[src/rtl/spi_reg_arb_pkg.sv]
// Shared types and constants for the SPI configuration-register arbiter.
package spi_reg_arb_pkg;

  localparam int unsigned DEF_NUM_REQ   = 2;
  localparam int unsigned DEF_NUM_CFG   = 16;
  localparam int unsigned DEF_REG_WIDTH = 8;
  localparam int unsigned DEF_ADDR_W    = 4;

  // Write-protect lock location (used only when SPI_REG_ARB_WPROT_EN is defined)
  localparam int unsigned LOCK_REG = 0;
  localparam int unsigned LOCK_BIT = DEF_REG_WIDTH - 1;

  typedef enum logic [1:0] {
    IDLE   = 2'd0,
    ACCESS = 2'd1,
    ACK    = 2'd2
  } arb_state_e;

endpackage

[src/rtl/rr_arbiter.sv]
// Combinational round-robin winner select: lowest index strictly above last_gnt, wrapping.
module rr_arbiter #(
  parameter  int unsigned NUM_REQ = 2,
  localparam int unsigned IDW     = (NUM_REQ > 1) ? $clog2(NUM_REQ) : 1
) (
  input  logic [NUM_REQ-1:0] req,
  input  logic [IDW-1:0]     last_gnt,
  output logic               gnt_valid,
  output logic [IDW-1:0]     gnt_idx
);

  int cand;

  // Scan offsets from farthest to nearest so the nearest requester overrides
  always_comb begin
    gnt_valid = 1'b0;
    gnt_idx   = last_gnt;
    cand      = 0;
    for (int off = int'(NUM_REQ); off >= 1; off--) begin
      cand = (int'(last_gnt) + off) % int'(NUM_REQ);
      if (req[IDW'(cand)]) begin
        gnt_valid = 1'b1;
        gnt_idx   = IDW'(cand);
      end
    end
  end

endmodule

[src/rtl/spi_reg_arbiter.sv]
// Round-robin shared-access controller for the SPI configuration register bank.
// Optional feature macro: SPI_REG_ARB_WPROT_EN (register 0 MSB locks writes from
// requesters other than 0).
module spi_reg_arbiter
  import spi_reg_arb_pkg::*;
#(
  parameter  int unsigned NUM_REQ   = DEF_NUM_REQ,
  parameter  int unsigned NUM_CFG   = DEF_NUM_CFG,
  parameter  int unsigned REG_WIDTH = DEF_REG_WIDTH,
  parameter  int unsigned ADDR_W    = DEF_ADDR_W,
  localparam int unsigned IDW       = (NUM_REQ > 1) ? $clog2(NUM_REQ) : 1
) (
  input  logic                          clk,
  input  logic                          rst,
  input  logic [NUM_REQ-1:0]            req,
  input  logic [NUM_REQ-1:0]            we,
  input  logic [NUM_REQ*ADDR_W-1:0]     addr,
  input  logic [NUM_REQ*REG_WIDTH-1:0]  wdata,
  output logic [NUM_REQ-1:0]            ack,
  output logic [NUM_REQ-1:0]            err,
  output logic [REG_WIDTH-1:0]          rdata,
  output logic [IDW-1:0]                gnt_id,
  output logic                          busy,
  output logic [NUM_CFG*REG_WIDTH-1:0]  config_regs
);

  localparam int unsigned IW = (NUM_CFG > 1) ? $clog2(NUM_CFG) : 1;
  localparam logic [ADDR_W:0] CFG_LIMIT = (ADDR_W + 1)'(NUM_CFG);

  arb_state_e state, state_nxt;

  logic [IDW-1:0]       last_gnt;
  logic                 win_valid;
  logic [IDW-1:0]       win_idx;
  logic                 grant_c;

  logic                 we_q;
  logic [ADDR_W-1:0]    addr_q;
  logic [REG_WIDTH-1:0] wdata_q;

  logic [REG_WIDTH-1:0] regs [NUM_CFG];

  logic                 in_range_c;
  logic                 locked_c;
  logic                 wr_en_c;
  logic [IW-1:0]        reg_idx_c;
  logic [REG_WIDTH-1:0] cur_val_c;
  logic [NUM_REQ-1:0]   gnt_onehot_c;
  logic [NUM_REQ-1:0]   ack_c;
  logic [NUM_REQ-1:0]   err_c;
  logic [REG_WIDTH-1:0] rdata_c;

  rr_arbiter #(.NUM_REQ(NUM_REQ)) u_rr_arbiter (
    .req       (req),
    .last_gnt  (last_gnt),
    .gnt_valid (win_valid),
    .gnt_idx   (win_idx)
  );

  assign grant_c = (state == IDLE) && win_valid;

  // State register
  always_ff @(posedge clk) begin
    if (rst) state <= IDLE;
    else     state <= state_nxt;
  end

  // Next-state logic
  always_comb begin
    state_nxt = state;
    case (state)
      IDLE:    if (win_valid) state_nxt = ACCESS;
      ACCESS:  state_nxt = ACK;
      ACK:     state_nxt = IDLE;
      default: state_nxt = IDLE;
    endcase
  end

  // Access decode and completion values computed during ACCESS
  always_comb begin
    in_range_c   = ({1'b0, addr_q} < CFG_LIMIT);
    reg_idx_c    = in_range_c ? IW'(addr_q) : '0;
    cur_val_c    = regs[reg_idx_c];
    locked_c     = 1'b0;
`ifdef SPI_REG_ARB_WPROT_EN
    locked_c     = regs[IW'(LOCK_REG)][REG_WIDTH-1] && (gnt_id != '0);
`endif
    gnt_onehot_c = NUM_REQ'(1) << gnt_id;
    wr_en_c      = (state == ACCESS) && we_q && in_range_c && !locked_c;
    ack_c        = '0;
    err_c        = '0;
    rdata_c      = '0;
    if (state == ACCESS) begin
      ack_c = gnt_onehot_c;
      if (!in_range_c || (we_q && locked_c)) err_c = gnt_onehot_c;
      if (in_range_c) rdata_c = wr_en_c ? wdata_q : cur_val_c;
    end
  end

  // Latch the winner's request and advance the round-robin pointer
  always_ff @(posedge clk) begin
    if (rst) begin
      last_gnt <= IDW'(NUM_REQ - 1);
      gnt_id   <= '0;
      we_q     <= 1'b0;
      addr_q   <= '0;
      wdata_q  <= '0;
    end else if (grant_c) begin
      last_gnt <= win_idx;
      gnt_id   <= win_idx;
      we_q     <= we[win_idx];
      addr_q   <= addr[int'(win_idx)*ADDR_W +: ADDR_W];
      wdata_q  <= wdata[int'(win_idx)*REG_WIDTH +: REG_WIDTH];
    end
  end

  // Register bank; a write commits at the end of the ACCESS cycle
  always_ff @(posedge clk) begin
    if (rst) begin
      for (int k = 0; k < int'(NUM_CFG); k++) regs[k] <= '0;
    end else if (wr_en_c) begin
      regs[reg_idx_c] <= wdata_q;
    end
  end

  // Registered handshake outputs; ack/err/rdata are live only in ACK
  always_ff @(posedge clk) begin
    if (rst) begin
      ack   <= '0;
      err   <= '0;
      rdata <= '0;
      busy  <= 1'b0;
    end else begin
      ack   <= ack_c;
      err   <= err_c;
      rdata <= rdata_c;
      busy  <= (state_nxt != IDLE);
    end
  end

  // Flatten the bank onto the output bus
  for (genvar k = 0; k < int'(NUM_CFG); k++) begin : g_flat
    assign config_regs[k*REG_WIDTH +: REG_WIDTH] = regs[k];
  end

endmodule

[config.mk]
export PLATFORM = sky130hd
export DESIGN_NAME = spi_reg_arbiter
export DESIGN_NICKNAME = d
export VERILOG_FILES = /design/src/rtl/spi_reg_arb_pkg.sv /design/src/rtl/rr_arbiter.sv /design/src/rtl/spi_reg_arbiter.sv
export SDC_FILE = /design/constraint.sdc
export NUM_CORES = 1
export LEC_CHECK = 0
export BUFFER_PORTS_ARGS = -buffer_cell sky130_fd_sc_hd__clkbuf_2
export CAP_MARGIN = 0
export CORE_MARGIN = 2
export CORE_UTILIZATION = 55
export DETAILED_ROUTE_END_ITERATION = 8
export PLACE_DENSITY = 0.82
export SYNTH_ARGS = -nofsm -noshare
export SYNTH_HDL_FRONTEND = slang
export SYNTH_HIERARCHICAL = 1
export SYNTH_SLANG_ARGS = --single-unit
export TNS_END_PERCENT = 50
[constraint.sdc]
create_clock -name clk -period 3.2 [get_ports clk]
set_clock_uncertainty 0.05 [all_clocks]
set_input_delay 0.32 -clock clk [delete_from_list [all_inputs] [get_ports clk]]
set_output_delay 0.32 -clock clk [all_outputs]
set_load 0.05 [all_outputs]
==> impl_summary.md, run 1 <==
Run status
The run finished with clean final reports.

Global route
The first global-routing pass estimated 26200 um of wire. The most utilized layer in the global route result is met2. The global routing usage on met2 is 44.5%.

For this run the aggregate overflow at the end of global routing stands at 0. The met3 track demand over resource in global routing is 7.52%. The via count of the first global-routing pass is 4851. The global-route usage over all layers is 26.8%.

The largest net degree at the start of global routing is 46. The number of antenna violations at the first check in global routing is 0. The met1 layer usage reported by global route is 33.4%.

Clocking
The H-tree depth is 4. The register clock-pin slew on the reported worst setup and hold paths is 60 ps. Counting along the longest clock path gives a buffer depth of 2. Once the clock tree was built, the resizer swapped 0 gates to a different size.

The cell chosen for the clock root is sky130_fd_sc_hd__clkbuf_16. The CTS tree is yes. The number of sinks handled by clock tree synthesis is 156. The later pin in the worst-skew pair is clocked with a latency of 420 ps. After clock tree synthesis, the setup repair step added 0 buffers. Buffers inserted during clock tree synthesis total 17. The total of hold buffers inserted after clock tree synthesis is 0.

Logic synthesis
The post-synthesis cell type count is 34. Sorting the synthesized cells by how often they occur yields 131 x sky130_fd_sc_hd__and2_1, 128 x sky130_fd_sc_hd__edfxtp_1, 61 x sky130_fd_sc_hd__mux2i_1. For this run, the number of Yosys warnings is 6. The number of synthesized flops with an enable pin is 128.

Counting flops with an async set or reset pin after synthesis yields a share of 0%. Summed over all instances, the cell type with the most area after synthesis is sky130_fd_sc_hd__edfxtp_1. The most used flip-flop cell after synthesis is sky130_fd_sc_hd__edfxtp_1. A synthesized cell averages 13.1 um2.

The number of cells produced by synthesis is 535. The synthesized design contains 156 register bits. The total standard cell area after synthesis is 7020 um2.

The leading cell type by number of instances after synthesis is sky130_fd_sc_hd__and2_1. The sequential area share after synthesis is 62.7%. The share of the synthesized area in the top cell type is 54.8%. Yosys attributes the largest share of cell area to sky130_fd_sc_hd__edfxtp_1 55%, sky130_fd_sc_hd__and2_1 12%, sky130_fd_sc_hd__mux2i_1 8.7%, sky130_fd_sc_hd__dfxtp_1 8.0%, sky130_fd_sc_hd__mux4_2 2.6%.

Die
The number of rows in the core area is 41. The region available for standard cell placement spans 12500 um2. The effective utilization at floorplan is 56.1%.

The die area is 13700 um2. The die height is 117 um. 172 I/O pins were placed. The floorplan step set the die width to 117 um.

STA
Measured against its own limit, the worst slew margin works out to 41.8%. The worst path in the final design needs a cycle of 2590 ps, including I/O delays and setup. The highest attainable clock frequency is 386 MHz.

The total negative slack for setup checks is 0 ps. The max-slew violation count is 0. At the pin with the least slew margin, the transition time is 872 ps. The final hold violation count is 0.

The number of endpoints failing setup at the final stage is 0. Of the available clock period, the critical path in the final layout requires 80.9%. Setup repair after global routing left no endpoint under its margin. The tightest hold margin is 172 ps. The worst setup slack after layout is 610 ps.

Worst hold path
The type of the most critical hold path is in -> reg.

Setup path
The required time of the critical path is 3270 ps. The type of the worst setup path is reg -> reg. STA classifies the critical path startpoint as a flop. The type of element capturing the critical path is a flop. The worst path arrival time is 2660 ps. In this run the worst path has a maximum fanout of 13.

Drt
In the routed layout, each cell is associated on average with a via count of 5.69. The routed layout has 4985 vias. For this run, design rule violations remaining after detail routing come to 0. The first detailed-routing pass ran for 5 iterations. Summed over all layers, the routed wires come to 18200 um. The detail route stage leaves a number of antenna-violating nets equal to 0. The first-iteration detailed-routing DRC count is 549. Dividing the detail-routed wire length by the instance count gives 20.8 um.

Placed design
The congestion estimate from routability-driven global placement came to 0.879. The worst setup slack after placement is 588 ps. Input and output buffers added on the ports amount to 168.

The placed wire-length estimate is 12700 um.

Power
Summed over all cells, the static leakage comes to 3.49 nW. The design draws 5.11 mW. The total power per unit cell area is 595 nW/um2.

VDD sags by at most 0.000338 V.

Layout
The number of fillers in the final layout is 906. The area growth from synthesis to final layout is 22.3%. Cells with a size suffix above 1 make up 33.7% of the layout. Summing all multi-input logic gate instances after layout gives 2440 um2.

The total number of nets in the final design is 722. The area taken by flip-flops and latches is 4410 um2. The antenna cell count is 0.

Job
The tool flagged a number of max-cap violations equal to 0.
==> path summary, 6_finish.rpt <==
path | from | endpoint | slack, ps | cells past startpoint
max | state[1] | regs[4][3] | 610 | 5
min | wdata[5] | wdata_q[5] | 170 | 3
max reg2reg | state[1] | regs[4][3] | 610 | 5
min reg2reg | gnt_id | ack[0] | 440 | 1
==> per-layer routing <==
metal / up-vias / share of wire (%)
met4: 0 / 2.7
li1: 2244 / -
met1: 2404 / 38
met5: - / 0
met3: 55 / 9.4
met2: 282 / 50
==> final cells by class <==
class / instances / share of cell area [%]
Sequential cell: 156 / 51.3
Clock buffer: 18 / 5.00
Clock inverter: 13 / 2.04
Multi-Input combinational cell: 340 / 28.5
Timing Repair Buffer: 175 / 10.6
Inverter: 2 / 0.0875
Tap cell: 172 / 2.51
==> worst max-delay path, cell delays in order, from the launching register on <==
cell and delay, ps:
sky130_fd_sc_hd__dfxtp_1 310, sky130_fd_sc_hd__or3b_1 450, sky130_fd_sc_hd__inv_1 300, sky130_fd_sc_hd__nand4b_1 330
sky130_fd_sc_hd__nor3_2 510, sky130_fd_sc_hd__or2_2 340
==> state kept, by name, indices dropped and copies added (netlist names) <==
name / cells
state: 2
regs: 128
last_gnt: 1
gnt_id: 1
ack: 2
addr_q: 4
busy: 1
rdata: 8
wdata_q: 8
we_q: 1
==> power by group <==
group          internal [mW]  switching, mW  total, mW
Sequential              2.27          0.127       2.40
Clock                   1.29          0.778       2.07
Combinational          0.185          0.454      0.640
Total                   3.75           1.36       5.11
==> per-stage QoR <==
| step | area (um2) | utilization, % | cells |
|---|---|---|---|
| 2_1_floorplan | 7020 | - | 536 |
| 3_3_place_gp | 7980 | 63.7 | 845 |
| 3_5_place_dp | 7980 | 63.7 | 845 |
| 4_1_cts | 8580 | 68.6 | 876 |
| 5_1_grt | 8580 | 68.6 | 876 |
| 6_report | 8580 | 68.6 | 876 |
==> cells by family (layout without fill, tap and decap cells) <==
logic type	after synthesis	in the layout	synth area share, %
AOI/OAI and AO/OA	64	64	5.74
xor gates and xnor gates	1	1	0.125
buffers and inverters	40	208	2.50
DFF	156	156	62.7
muxes	69	69	11.3
other	1	2	0.0534
and+or+nand+nor	204	204	17.6
==> cells in the final DEF (no fill, tap or decap), drive strengths merged <==
cell type    n
clkbuf     186
bufinv       4
or2         16
dfxtp       28
nor2        28
xor2         1
or3b         2
nand2b       2
clkinvlp     5
mux2i       61
nor2b        1
mux4         8
nand2        5
o21ai       17
a21oi       10
and2       131
or4          1
a211oi      13
nand4b       2
o22ai       16
inv          2
buf          7
nand3b       2
a221oi       8
nand4        1
nand3        1
clkinv       4
conb         2
nor3        12
edfxtp     128
(Power assumes the default switching activity.)
==> run 2, diff against run 1 <==
--- a/config.mk
+++ b/config.mk
@@ -8,9 +8,9 @@
 export BUFFER_PORTS_ARGS = -buffer_cell sky130_fd_sc_hd__clkbuf_2
 export CAP_MARGIN = 0
 export CORE_MARGIN = 2
-export CORE_UTILIZATION = 55
+export CORE_UTILIZATION = 48
 export DETAILED_ROUTE_END_ITERATION = 8
-export PLACE_DENSITY = 0.82
+export PLACE_DENSITY = 0.76
 export SYNTH_ARGS = -nofsm -noshare
 export SYNTH_HDL_FRONTEND = slang
 export SYNTH_HIERARCHICAL = 1
==> constraint.sdc (replaced) <==
create_clock -name clk -period 2.1 [get_ports clk]
set_clock_uncertainty 0.05 [all_clocks]
set_input_delay 0.21 -clock clk [delete_from_list [all_inputs] [get_ports clk]]
set_output_delay 0.21 -clock clk [all_outputs]
set_load 0.05 [all_outputs]
==> run 2 against run 1 <==
Net effect: clock-buffer cell count grew 2; clock power grew 40%; critical path type unchanged; sequential share of layout area shrank 1.1 points; global-route usage shrank 2.8 points; cell count grew 4.5%; critical endpoint is now regs[0][4].
==> impl_summary.md, run 2 (synthesized netlist as in run 1, its figures left out) <==
Clocking
The total of hold buffers inserted after clock tree synthesis came to 0 (unchanged). The number of sinks handled by clock tree synthesis came to 156 (unchanged). The clock latency on the worst-skew pair is 420 ps (about the same). The maximum clock insertion buffer count is 2 (unchanged). The CTS buffer count is 17 (unchanged). The register clock-pin slew on the reported worst setup and hold paths is 60 ps (about the same). The H-tree depth is 4 (unchanged). The cell chosen for the clock root is sky130_fd_sc_hd__clkbuf_16. The CTS tree is yes.

Drt
The remaining antenna violation count is 0 (unchanged). The number of vias after detailed routing is 5081 (+1.9%). The ratio of routed vias to standard cells is 5.55 (-2.4%). The number of design rule violations left after detail routing is 0 (unchanged). The total wirelength of the detailed-routed design is 19000 um (+4.1%).

The routed wirelength normalized by instance count was 20.8 um (-0.32%). The first-iteration detailed-routing DRC count came to 468 (-15%). The first-pass iteration count of the detailed router is 5 (unchanged).

STA
The total negative slack for setup checks is 0 ps (unchanged). The final hold violation count is 0 (unchanged). The highest attainable clock frequency was 501 MHz (+30%). The worst-margin pin slew is 821 ps (-51.2 ps).

The time the worst path needs with I/O delays and setup is 2000 ps (-593 ps). The max-slew violation count is 0 (unchanged). The share of the cycle needed by the critical path after routing is 95.1% (+14 points).

Setup repair after global routing left no endpoint under its margin. The tightest hold margin is 70.3 ps (-102 ps). The number of endpoints failing setup at the final stage is 0 (unchanged). The worst max-slew margin expressed relative to the limit is 45.2% (+3.3 points).

Layout
The antenna cell count is 0 (unchanged). Relative to the synthesized area, the layout overhead comes to 25.0%. The largest registers in the layout are regs x128, rdata x8, wdata_q x8. The register ranked first by flip-flop count is regs. Leaving out fill and tap cells, the most frequent cell in the layout is sky130_fd_sc_hd__clkbuf_2.

The fraction of final layout cells with drive strength greater than 1 was 36.4% (+2.7 points). The number of flip-flops under the largest register name is 128 (unchanged). In the layout the commonest cells are 168 x sky130_fd_sc_hd__clkbuf_2, 131 x sky130_fd_sc_hd__and2_1, 128 x sky130_fd_sc_hd__edfxtp_1.

The total number of nets in the final design is 748 (+3.6%).

Setup path
The largest fanout on the critical path is 8 (-5). By startpoint and endpoint, the worst setup path is classified as reg -> reg. The startpoint identified for the worst register-to-register timing path is state[1]. The type of element capturing the critical path is a flop. The worst reg-to-reg setup slack is 100 ps (-510 ps). The critical path starts at state[1]. The required time of the critical path is 2160 ps (-1110 ps).

STA classifies the critical path startpoint as a flop. The worst path arrival time is 2060 ps (-600 ps).

Die
The width of the die was 125 um (+6.8%). The die height is 125 um (+6.8%). The die area came to 15600 um2 (+14%). The effective utilization at floorplan is 48.7% (-7.4 points). The number of placed I/O pins is 172 (unchanged).

The number of rows in the core area was 44 (+7.3%). The core outline area is 14400 um2 (+15%).

Power
The leakage power of the design is 3.61 nW (+3.3%). The total power per unit cell area is 864 nW/um2 (+45%). The worst ir drop on vdd was 0.000522 V (+55%).

Placed design
The quantity of I/O buffers inserted on ports is 168 (unchanged). The placed wire-length estimate is 13700 um (+7.5%). The weighted congestion at the end of routability-driven global placement is 0.912 (+3.7%).

Job
The max capacitance violation total is 0 (unchanged).

Global route
The global-route usage over all layers is 24.1% (-2.8 points). The via count of the first global-routing pass is 5049 (+4.1%). The first-pass GRT wire length is 28300 um (+8.0%).

The overall overflow remaining after global route is 0 (unchanged). The number of antenna violations at the first check in global routing is 0 (unchanged). The largest net degree at the start of global routing is 34 (-26%).

Worst hold path
The startpoint identified for the worst hold timing path is wdata[7]. The min-delay analysis places its worst path in the category in -> reg.

Run status
The flow ran to the end, and the final reports show no timing, DRC or antenna violations.
## run 2: cell count changes in the layout (fill, tap and decap cells not counted), sizes merged
cell,change
buf,+26
bufinv,-2
clkbuf,+2
clkinv,+1
## run 2: final cells by class
type	instances	area [um2]
fill	1144	5650
clock buffer	20	437
tap	184	230
multi-input combinational	340	2450
inverter	2	7.51
sequential	156	4410
clock inverter	12	124
timing repair buffer	201	1110
## run 2: final timing paths
path,endpoint,cells after the start
worst max-delay path,regs[0][4],4
worst min register to register,ack[0],1
worst min-delay path,wdata_q[7],3
worst max register to register,regs[0][4],4
## run 2: power breakdown
group          switching [mW]  total, mW  internal [mW]
logic                   0.733       1.04          0.310
clock network            1.17       2.90           1.74
registers               0.170       3.63           3.46
## run 2: worst max-delay path, stage by stage (launching register included)
cell and delay, ps:
sky130_fd_sc_hd__dfxtp_1 320, sky130_fd_sc_hd__or3b_4 420, sky130_fd_sc_hd__or4_4 500, sky130_fd_sc_hd__nor3_4 160, sky130_fd_sc_hd__or2_2 250
## run 2: per-stage QoR
| stage | setup WS [ps] | area (um2) | instances | total power, mW | utilization [%] |
|---|---|---|---|---|---|
| final | 103 | 8770 | 915 | 7.58 | 60.8 |
| after CTS | 3.04 | 8750 | 913 | 7.57 | 60.6 |
| after global routing | 23.5 | 8770 | 915 | 7.77 | 60.8 |
| after global placement | 49.3 | 8190 | 881 | 4.70 | 56.7 |
| after floorplan | 138 | 7020 | 536 | 4.38 | - |
| after detailed placement | 4.61 | 8190 | 881 | 4.73 | 56.7 |
## run 2: layer usage
metal  vias to the layer above  global-route usage [%]  wire, um
li1                       2311                       -         -
met1                      2495                    31.0      7630
met2                       238                    40.2      9410
met3                        37                    5.15      1390
met4                         0                    9.35       556
met5                         -                       0         0
## run 2: repair_timing
| action | CTS | global route |
|---|---|---|
| endpoints found under the hold margin | 0 | 0 |
| resized for setup | 0 | 5 |
| buffers inserted | 0 | 2 |
| endpoints found under the setup margin | 0 | 118 |
